## config.mk

```make
export PLATFORM = sky130hd
export DESIGN_NAME = pipe_seq
export DESIGN_NICKNAME = d
export VERILOG_FILES = /design/src/rtl/pipe_seq.sv
export SDC_FILE = /design/constraint.sdc
export NUM_CORES = 1
export LEC_CHECK = 0
export CAP_MARGIN = 20
export CELL_PAD_IN_SITES_DETAIL_PLACEMENT = 1
export CELL_PAD_IN_SITES_GLOBAL_PLACEMENT = 1
export CORE_MARGIN = 5
export CORE_UTILIZATION = 30
export CTS_CLUSTER_DIAMETER = 60
export CTS_CLUSTER_SIZE = 20
export DETAILED_ROUTE_END_ITERATION = 7
export GPL_TIMING_DRIVEN = 0
export PLACE_DENSITY = 0.74
export SLEW_MARGIN = 30
export SYNTH_ARGS = -nofsm -noshare
export SYNTH_HDL_FRONTEND = slang
export SYNTH_SLANG_ARGS = --single-unit
```

## constraint.sdc

```tcl
create_clock -name clk -period 3.1 [get_ports clk]
set_clock_uncertainty 0.2 [all_clocks]
set_input_delay 0.62 -clock clk [delete_from_list [all_inputs] [get_ports clk]]
set_output_delay 0.62 -clock clk [all_outputs]
set_load 0.03 [all_outputs]
```

## src/rtl/pipe_seq.sv

```systemverilog
// rtl/pipe_seq.sv - issue/execute/memory/retire pipeline sequencer with per-stage IDs
module pipe_seq #(
    parameter int ID_W = 32
) (
    input  logic            clk,
    input  logic            reset,
    input  logic            fetch_v,
    output logic            fetch_rdy,
    input  logic [4:0]      i_rs1,
    input  logic [4:0]      i_rs2,
    input  logic            i_use1,
    input  logic            i_use2,
    input  logic            x_load,
    input  logic [4:0]      x_rd,
    input  logic            x_redirect,
    input  logic            m_busy,
    output logic            inst_v_i,
    output logic            inst_v_x,
    output logic            inst_v_m,
    output logic            inst_v_r,
    output logic [ID_W-1:0] ci,
    output logic [ID_W-1:0] cx,
    output logic [ID_W-1:0] cm,
    output logic [ID_W-1:0] cr,
    output logic            inst_kill,
    output logic [ID_W-1:0] ck,
    output logic            stall_i,
    output logic            stall_x
);

    logic            vi;
    logic            vx;
    logic            vm;
    logic            vr;
    logic [ID_W-1:0] next_id;

    logic hold;
    logic haz;
    logic redir;
    logic take;

    // Decode is gated by reset so the handshake stays quiet while state is being cleared.
    always_comb begin
        hold      = 1'b0;
        haz       = 1'b0;
        redir     = 1'b0;
        fetch_rdy = 1'b0;
        stall_i   = 1'b0;
        stall_x   = 1'b0;
        if (!reset) begin
            hold  = vm & m_busy;
            haz   = vi & vx & x_load & (x_rd != 5'd0) &
                    ((i_use1 & (i_rs1 == x_rd)) | (i_use2 & (i_rs2 == x_rd)));
            redir = vx & x_redirect & ~hold;
            fetch_rdy = ~(hold | redir | haz);
            stall_i   = hold | (haz & ~redir);
            stall_x   = hold;
        end
    end

    assign take = fetch_v & fetch_rdy;

    always_ff @(posedge clk) begin
        if (reset) begin
            vi        <= 1'b0;
            vx        <= 1'b0;
            vm        <= 1'b0;
            vr        <= 1'b0;
            ci        <= '0;
            cx        <= '0;
            cm        <= '0;
            cr        <= '0;
            ck        <= '0;
            next_id   <= '0;
            inst_v_i  <= 1'b0;
            inst_v_x  <= 1'b0;
            inst_v_m  <= 1'b0;
            inst_v_r  <= 1'b0;
            inst_kill <= 1'b0;
        end else begin
            inst_v_i  <= 1'b0;
            inst_v_x  <= 1'b0;
            inst_v_m  <= 1'b0;
            inst_v_r  <= 1'b0;
            inst_kill <= 1'b0;
            if (hold) begin
                vr <= 1'b0;
            end else begin
                vr       <= vm;
                cr       <= cm;
                inst_v_r <= vm;
                vm       <= vx;
                cm       <= cx;
                inst_v_m <= vx;
                if (redir) begin
                    // Only the younger instruction in I is on the wrong path.
                    vx <= 1'b0;
                    vi <= 1'b0;
                    if (vi) begin
                        inst_kill <= 1'b1;
                        ck        <= ci;
                    end
                end else if (haz) begin
                    vx <= 1'b0;
                end else begin
                    vx       <= vi;
                    cx       <= ci;
                    inst_v_x <= vi;
                    vi       <= take;
                    if (take) begin
                        ci       <= next_id;
                        next_id  <= next_id + ID_W'(1);
                        inst_v_i <= 1'b1;
                    end
                end
            end
        end
    end

endmodule

```

**Word level (Yosys, flattened, before mapping)**

Index checks and enable logic that the tools add are counted.

- Shift operators: 0
- Add/sub/neg operators: 1
- Multiplexer cells: 11
- Divide/modulo/power cells: 0
- Bitwise logic cells: 21
- Eq/ne operators: 3
- Multipliers: 0
- Magnitude comparators: 0
- Reductions and logical operators: 8

Operators with widths:

| kind | number |
|---|---|
| adder 32 x 1 -> 32 bit (second input constant) | 1 |
| AND 1 bit | 11 |
| two-way mux 1 bit | 11 |
| equality test 5 bit | 2 |
| NOT 1 bit | 6 |
| AND reduction 3 bit | 2 |
| nonzero test 5 bit | 1 |
| OR 1 bit | 4 |
| AND reduction 4 bit | 1 |
| OR reduction 4 bit | 1 |
| OR reduction 3 bit | 1 |
| inequality test 2 x 1 -> 1 bit (second input constant) | 1 |
| AND reduction 2 bit | 1 |
| OR reduction 2 bit | 1 |

- Input bits: 23
- Latch bits: 0
- Logic and storage cells: 58
- Memory bits (read-only): 0
- Register bits: 200
- Output and inout port bits: 168
- Memories kept: 0
- Memory bits (writable): 0

**Depth between registers and ports, before layout**

Gate-level depths: netlist (run 1).

- Depth after elaboration: 10
- Depth in mapped cells: 9
- Depth with buffers taken out: 7

**Worst setup path after synthesis (run 1)**

OpenSTA, ideal clock, no wires.

- Path kind: input -> output
- Start point: in x_rd[1]
- End point: out stall_i
- Data required time: 2280 ps
- Path buffers: 2
- Stages on the path: 8
- Path slack: -33 ps
- Arrival: 2313 ps
- Path through: xnor2_1 nand4_1 o22ai_2 buf_6 buf_4 nand2_1 or2_2 a21oi_1

- Cells in the longest elaborated chain, start to end: 7
- Elaborated cells on any way between the ends: 11
- Those cells by class: eq/ne: 2; mux: 1; bitwise: 7; reduce/logical: 1

RTL lines:

| what | line | source |
|---|---|---|
| start, declared | 14 | `input logic [4:0] x_rd,` |
| equality test 5 bit | 53 | `((i_use1 & (i_rs1 == x_rd)) \| (i_use2 & (i_rs2 == x_rd)));` |
| AND 1 bit | 53 |  |
| OR 1 bit | 53 |  |
| AND 1 bit (*) | 52 | `haz = vi & vx & x_load & (x_rd != 5'd0) &` |
| AND 1 bit (*) | 56 | `stall_i = hold \| (haz & ~redir);` |
| OR 1 bit (*) | 56 |  |
| two-way mux 1 bit (*) | 50 | `if (!reset) begin` |
| end, declared | 27 | `output logic stall_i,` |

Mark *: on every way between the ends. The rest lies on a longest branch, timed or not.

**Worst setup path in the final report (run 1)**

- Start point: in x_load
- End point: out stall_i

- Cells in the longest elaborated chain, start to end: 6

RTL lines:

| what | line | source |
|---|---|---|
| start, declared | 13 | `input logic x_load,` |
| AND 1 bit (3 in a row) | 52 |  |
| AND 1 bit | 56 |  |
| OR 1 bit | 56 |  |
| two-way mux 1 bit | 50 |  |

Every way passes these cells.

==> metrics.yaml, run 1 <==
ys_seq_area_share_pct: 54.0
syn_area_per_cell_um2: 10.3
hpwl_mm: 17.7
gp_congestion: 0.821
coreArea_mm2: 0.0243
final_common_cell: "dfxtp_1"
crit_buf_inv: 3
htree_levels: 4
rsz0062_at_grt: "true"
p_per_area_mw_per_mm2: 495
drt_iter0_markers: 289
grt_antenna_before_repair: 0
fin_nets: 952
holdPathStages: 2
holdCritPathClass: "reg -> reg"
start_util_pct: 30.5
die_w_um: 167
post-route-period-util_pct: 98.4
portBuffers: 189
seq_area_mm2: 0.00400
setup_viol: 0
synth_nets: 743
vias: 6070
status: "finished clean"
ys_seq_elements: 200
cts_hold_buffers: 0
std_cell_rows: 57
rr_startpoint: "vm$_SDFFE_PP0N_"
yosys.area.top_type: "dfxtp_1"
crit_path_start_kind: "input pin"
wl_per_cell_um: 18.6
max-cap-violations: 0
clockBufferDepth: 2
final_cell_area_mm2: 0.0104
cp_top_family: "buffers and inverters"
die-area_mm2: 0.0280
finalCriticalPeriod_ns: 3.05
grt_first_pass_wirelength_mm: 37.0
routed_wl_mm: 23.5
fill_cells: 2683
die_h_um: 167
area_delta_synth_final_pct: 40.5
postPlaceCellArea_mm2: 0.00972
crit_required_ns: 2.28
antennaDiodeCount: 0
rr_worst_depth: 7
hold_viol_final: 0
multi_input_area_mm2: 0.00317
p_leak_nw: 3.83
postSynthCellCount: 719
holdPathEnd: "ck[5]$_SDFFE_PP0P_"
crit_path_top_delay_cell: "clkdlybuf4s50_1"
criticalPathCategory: "in -> out"
cts.sinks: 200
final_cell_mix: "200 x dfxtp_1, 171 x clkdlybuf4s50_1, 99 x nor2_1"
synth_warnings: 0
yosysTopAreaCellShare_pct: 54.0
grt_pass1_vias: 6346
cts_made_buffers: 17
fmax_mhz: 328
layout-drive-gt1-share_pct: 8.82
max_stage_delay_ns: 0.46
final_max_slew_viol_count: 0
synthDistinctLibCells: 36
dr.pass1.iters: 4
synthTopCellsByArea: "dfxtp_1 54%, mux2i_1 9.0%, a22o_1 7.6%"
gr-total-overflow: 0
grt_max_degree: 20
cts_tree: "yes"
total_power_mw: 5.16
clockRootBuffer: "clkbuf_16"
io_pins: 191
vias_per_cell: 4.80
clk_pin_slew_ns: 0.08
crit_chain: "clkdlybuf4s50_1 > nand3_1 > a21oi_4 > buf_12 > nand2_2 > or2_4 > a21oi_2 > buf_6"
grt_usage_pct: 16.4
worstMarginPinSlew_ns: 0.730
cp_max_fo: 19
clkLatencyLatePin_ns: 0.43
end_kind: "output port"
synthesis.area_mm2: 0.00742
drc: 0
max-slew-margin-rel_pct: 51.3
vdd_drop_max_mv: 0.258
antenna_left: 0
min_from: "ck[5]$_SDFFE_PP0P_"
arrival_ns: 2.23
r2r_setup_slack_ns: 0.71
timing.rr.end: "ck[15]$_SDFFE_PP0P_"
[metal layers]
metal  up-vias  track usage, %  part of all wire [%]  wire length [µm]
met5         -               0                     0                 0
met4         0            4.23                   1.4               332
met3        16            2.97                   3.4               794
met2       113            29.9                    52             12200
met1      3015            20.0                    43             10200
li1       2926               -                     -                 -
[stage by stage]
step           util [%]  cells  setup WS (ns)  TNS, ns  hold slack [ns]
2_1_floorplan         -    719          0.141        0            0.257
3_3_place_gp       40.0   1232          -1.21    -8.11            0.243
3_5_place_dp       40.0   1232          -1.25   -10.53            0.249
4_1_cts            42.7   1265        -0.0612  -0.0612            0.260
5_1_grt            42.9   1265        -0.0486  -0.0486            0.277
6_report           42.9   1265         0.0492        0            0.256
[worst max path at each step]
stage / from / slack, ns / to / cells after the start
detailed placement: x_rd[1] / -1.25 / stall_i / 10
CTS: i_rs1[0] / -0.06 / stall_i / 9
global route: x_rd[3] / -0.05 / stall_i / 9
floorplan: x_rd[1] / 0.14 / stall_i / 8
global placement: x_rd[4] / -1.21 / stall_i / 10
finish: x_load / 0.05 / stall_i / 8
[registers in the layout, summed over array words and instances, names as in the netlist, 32 cells and up]
signal   flops
cm          32
cr          32
next_id     32
ci          32
ck          32
cx          32
[where the power goes]
part / internal [mW] / leakage [nW] / total [mW] / switching (mW)
registers: 2.57 / 1.61 / 2.58 / 0.00563
logic: 0.0725 / 1.91 / 0.203 / 0.130
clock network: 1.31 / 0.305 / 2.38 / 1.07
[logic make-up (layout without fill, tap and decap cells)]
group,count (synthesis),after routing,share of synthesized area [%]
XOR/XNOR,39,39,4.61
adder cells (fa/ha/maj),1,1,0.169
buffers and inverters,57,279,3.69
flip-flops,200,200,54.0
AO/OA/AOI/OAI,135,135,16.0
AND/OR/NAND/NOR,220,220,12.5
multiplexers,67,67,9.04
[Yosys cell counts]
cell,number
or2_2,1
nand2_4,1
a21boi_4,1
a211oi_2,1
buf_6,2
or3_1,1
a2111oi_0,4
nor2_1,100
a2111oi_4,2
nor4b_2,1
buf_2,3
nand3_1,10
a22o_1,64
inv_1,7
buf_1,4
nand2b_1,2
and2_1,3
and3_1,5
clkbuf_1,30
a2111oi_2,15
dfxtp_1,200
nand2_1,85
a21oi_4,1
ha_1,1
buf_4,11
or4b_4,1
a21oi_1,39
xnor2_1,39
nand4_2,1
nor3_1,1
mux2i_1,67
o22ai_2,1
and4_1,1
a21o_1,1
nand4_1,7
a211oi_1,6
[cell type report]
| class | instances | share of cell area, % |
|---|---|---|
| flip-flops and latches | 200 | 38.4 |
| multi-input cells | 462 | 30.4 |
| repair buffers | 192 | 18.4 |
| clock buffers | 17 | 4.08 |
| well taps | 324 | 3.89 |
| plain buffers | 48 | 2.45 |
| clock inverters | 15 | 2.02 |
| inverters | 7 | 0.252 |
[worst register-to-register path, cell delays in order, from the launching register on]
cell,delay [ns]
dfxtp_1,0.35
a21oi_4,0.21
and3_1,0.24
nand2_1,0.21
inv_1,0.29
clkbuf_1,0.54
nand2_1,0.13
a21oi_1,0.16
[timing repair]
| item | 4_1_cts | 5_1_grt |
|---|---|---|
| resized for setup | 31 | 10 |
| pin swaps | 9 | 11 |
| buffers inserted | 3 | 0 |
| endpoints found under the setup margin | 3 | 3 |
| gates cloned | 0 | 0 |
Power figures use the tool's default switching activity.
==> inputs of run 2 (changes only) <==
--- a/config.mk
+++ b/config.mk
@@ -10,10 +10,11 @@
 export CELL_PAD_IN_SITES_GLOBAL_PLACEMENT = 1
 export CORE_MARGIN = 5
 export CORE_UTILIZATION = 30
-export CTS_CLUSTER_DIAMETER = 60
+export CTS_CLUSTER_DIAMETER = 30
 export CTS_CLUSTER_SIZE = 20
 export DETAILED_ROUTE_END_ITERATION = 7
 export GPL_TIMING_DRIVEN = 0
+export HOLD_SLACK_MARGIN = 0.15
 export PLACE_DENSITY = 0.74
 export SLEW_MARGIN = 30
 export SYNTH_ARGS = -nofsm -noshare
==> results of run 2 <==
Final layout, timing and power as in run 1 (identical DEF).
==> inputs of run 3 (changes only) <==
--- a/config.mk
+++ b/config.mk
@@ -13,9 +13,9 @@
 export CTS_CLUSTER_DIAMETER = 30
 export CTS_CLUSTER_SIZE = 20
 export DETAILED_ROUTE_END_ITERATION = 7
-export GPL_TIMING_DRIVEN = 0
 export HOLD_SLACK_MARGIN = 0.15
 export PLACE_DENSITY = 0.74
+export RECOVER_POWER = 100
 export SLEW_MARGIN = 30
 export SYNTH_ARGS = -nofsm -noshare
 export SYNTH_HDL_FRONTEND = slang
==> metrics.yaml, run 3 (synthesis gave the netlist of run 1 again) <==
clockRootBuffer: "clkbuf_16"
cts.sinks: 200
dr.pass1.iters: 4
fin_worst_hold_slack_ns: 0.251
vdd_drop_max_mv: 0.273
fin_nets: 920
dp.cells: 1200
crit_path_top_delay_cell: "clkdlybuf4s50_1"
die_w_um: 167
die-area_mm2: 0.0280
max-slew-margin-rel_pct: 50.5
layout.cells.non_filler: 1233
wl_per_cell_um: 17.2
max_stage_delay_ns: 0.49
max-cap-violations: 0
p_leak_nw: 4.37
clk_pin_slew_ns: 0.08
final_common_cell: "dfxtp_1"
grt_antenna_before_repair: 0
area_delta_synth_final_pct: 37.8
p_sw_mw: 1.20
io_pins: 191
cp_max_fo: 2
portBuffers: 190
final_max_slew_viol_count: 0
dpl_worst_slack_ns: -0.100
clockBufferDepth: 2
rr_worst_depth: 7
grt_max_degree: 67
die_h_um: 167
power_frac_seq_pct: 50.6
grt_first_pass_wirelength_mm: 34.0
drc: 0
crit_chain: "clkdlybuf4s50_1 > xnor2_1 > nand4_1 > o22ai_4 > nand2_2 > or2_4 > a21oi_2 > buf_6"
drt_iter0_markers: 272
routed_wl_mm: 21.3
grt_usage_pct: 14.8
cts_tree: "yes"
crit_path_start_kind: "input pin"
criticalPathCategory: "in -> out"
cts_made_buffers: 17
antennaDiodeCount: 0
holdPathStages: 2
std_cell_rows: 57
tns_ns: 0
p_per_area_mw_per_mm2: 499
arrival_ns: 2.23
gp_congestion: 0.775
vias_per_cell: 4.76
holdCritPathClass: "reg -> reg"
finish.utilization_pct: 42.0
hpwl_mm: 15.0
grt_pass1_vias: 6055
setup_viol: 0
p_sw_share_pct: 23.5
power_frac_comb_pct: 3.6
p_clk_share_pct: 45.8
post-route-period-util_pct: 98.4
fmax_mhz: 328
total_power_mw: 5.10
crit_required_ns: 2.28
coreArea_mm2: 0.0243
internal_power_mw: 3.90
finalCriticalPeriod_ns: 3.05
start_util_pct: 30.5
end_kind: "output port"
final_cell_mix: "200 x dfxtp_1, 165 x dlygate4sd3_1, 100 x nor2_1"
worstMarginPinSlew_ns: 0.742
vias: 5868
final_cell_area_mm2: 0.0102
fin_ws_ns: 0.0499
gr-total-overflow: 0
antenna_left: 0
hold_viol_final: 0
rsz0062_at_grt: "false"
clkLatencyLatePin_ns: 0.43
status: "finished clean"
layout-drive-gt1-share_pct: 7.37
htree_levels: 4
postPlaceCellArea_mm2: 0.00972
[run 3: cell type report]
cell class	count	area, µm²
clock inverters	14	185
well taps	324	405
flip-flops and latches	200	4000
repair buffers	208	2100
inverters	7	26.3
multi-input cells	462	3060
clock buffers	18	439
fillers	2696	14100
[run 3: repair_timing]
item                       CTS  global route
hold buffers                 0             0
setup endpoints to repair    1             1
buffers inserted             0             1
pin swaps                    2             6
gates resized for setup      5             6
[run 3: path summary, 6_finish.rpt]
check                                              from                  endpoint  slack, ns
worst max-delay path                           i_rs1[4]                   stall_i       0.05
worst min register to register      ck[10]$_SDFFE_PP0P_       ck[10]$_SDFFE_PP0P_       0.25
worst max register to register  next_id[0]$_SDFFE_PP0P_  next_id[26]$_SDFFE_PP0P_       0.74
worst min-delay path                ck[10]$_SDFFE_PP0P_       ck[10]$_SDFFE_PP0P_       0.25
[run 3: worst max-delay path, delay by kind of cell]
family	cells	cell delay (ns)
AOI/OAI and AO/OA	2	0.36
xor gates and xnor gates	1	0.13
buffers and inverters	2	0.64
and+or+nand+nor	3	0.48
[run 3: power groups by stage]
stage	Sequential (mW)	Combinational, mW	Clock, mW
floorplan	2.64	0.114	0
global placement	2.64	0.195	0
detailed placement	2.64	0.196	0
CTS	2.58	0.195	2.41
global route	2.58	0.198	2.51
finish	2.58	0.185	2.33
[run 3: metal layers]
layer	wire (µm)	global-route usage (%)	up-vias
met2	11000	27.1	102
met1	9120	17.7	2899
li1	-	-	2850
met3	843	3.25	17
met4	276	3.39	0
met5	0	0	-
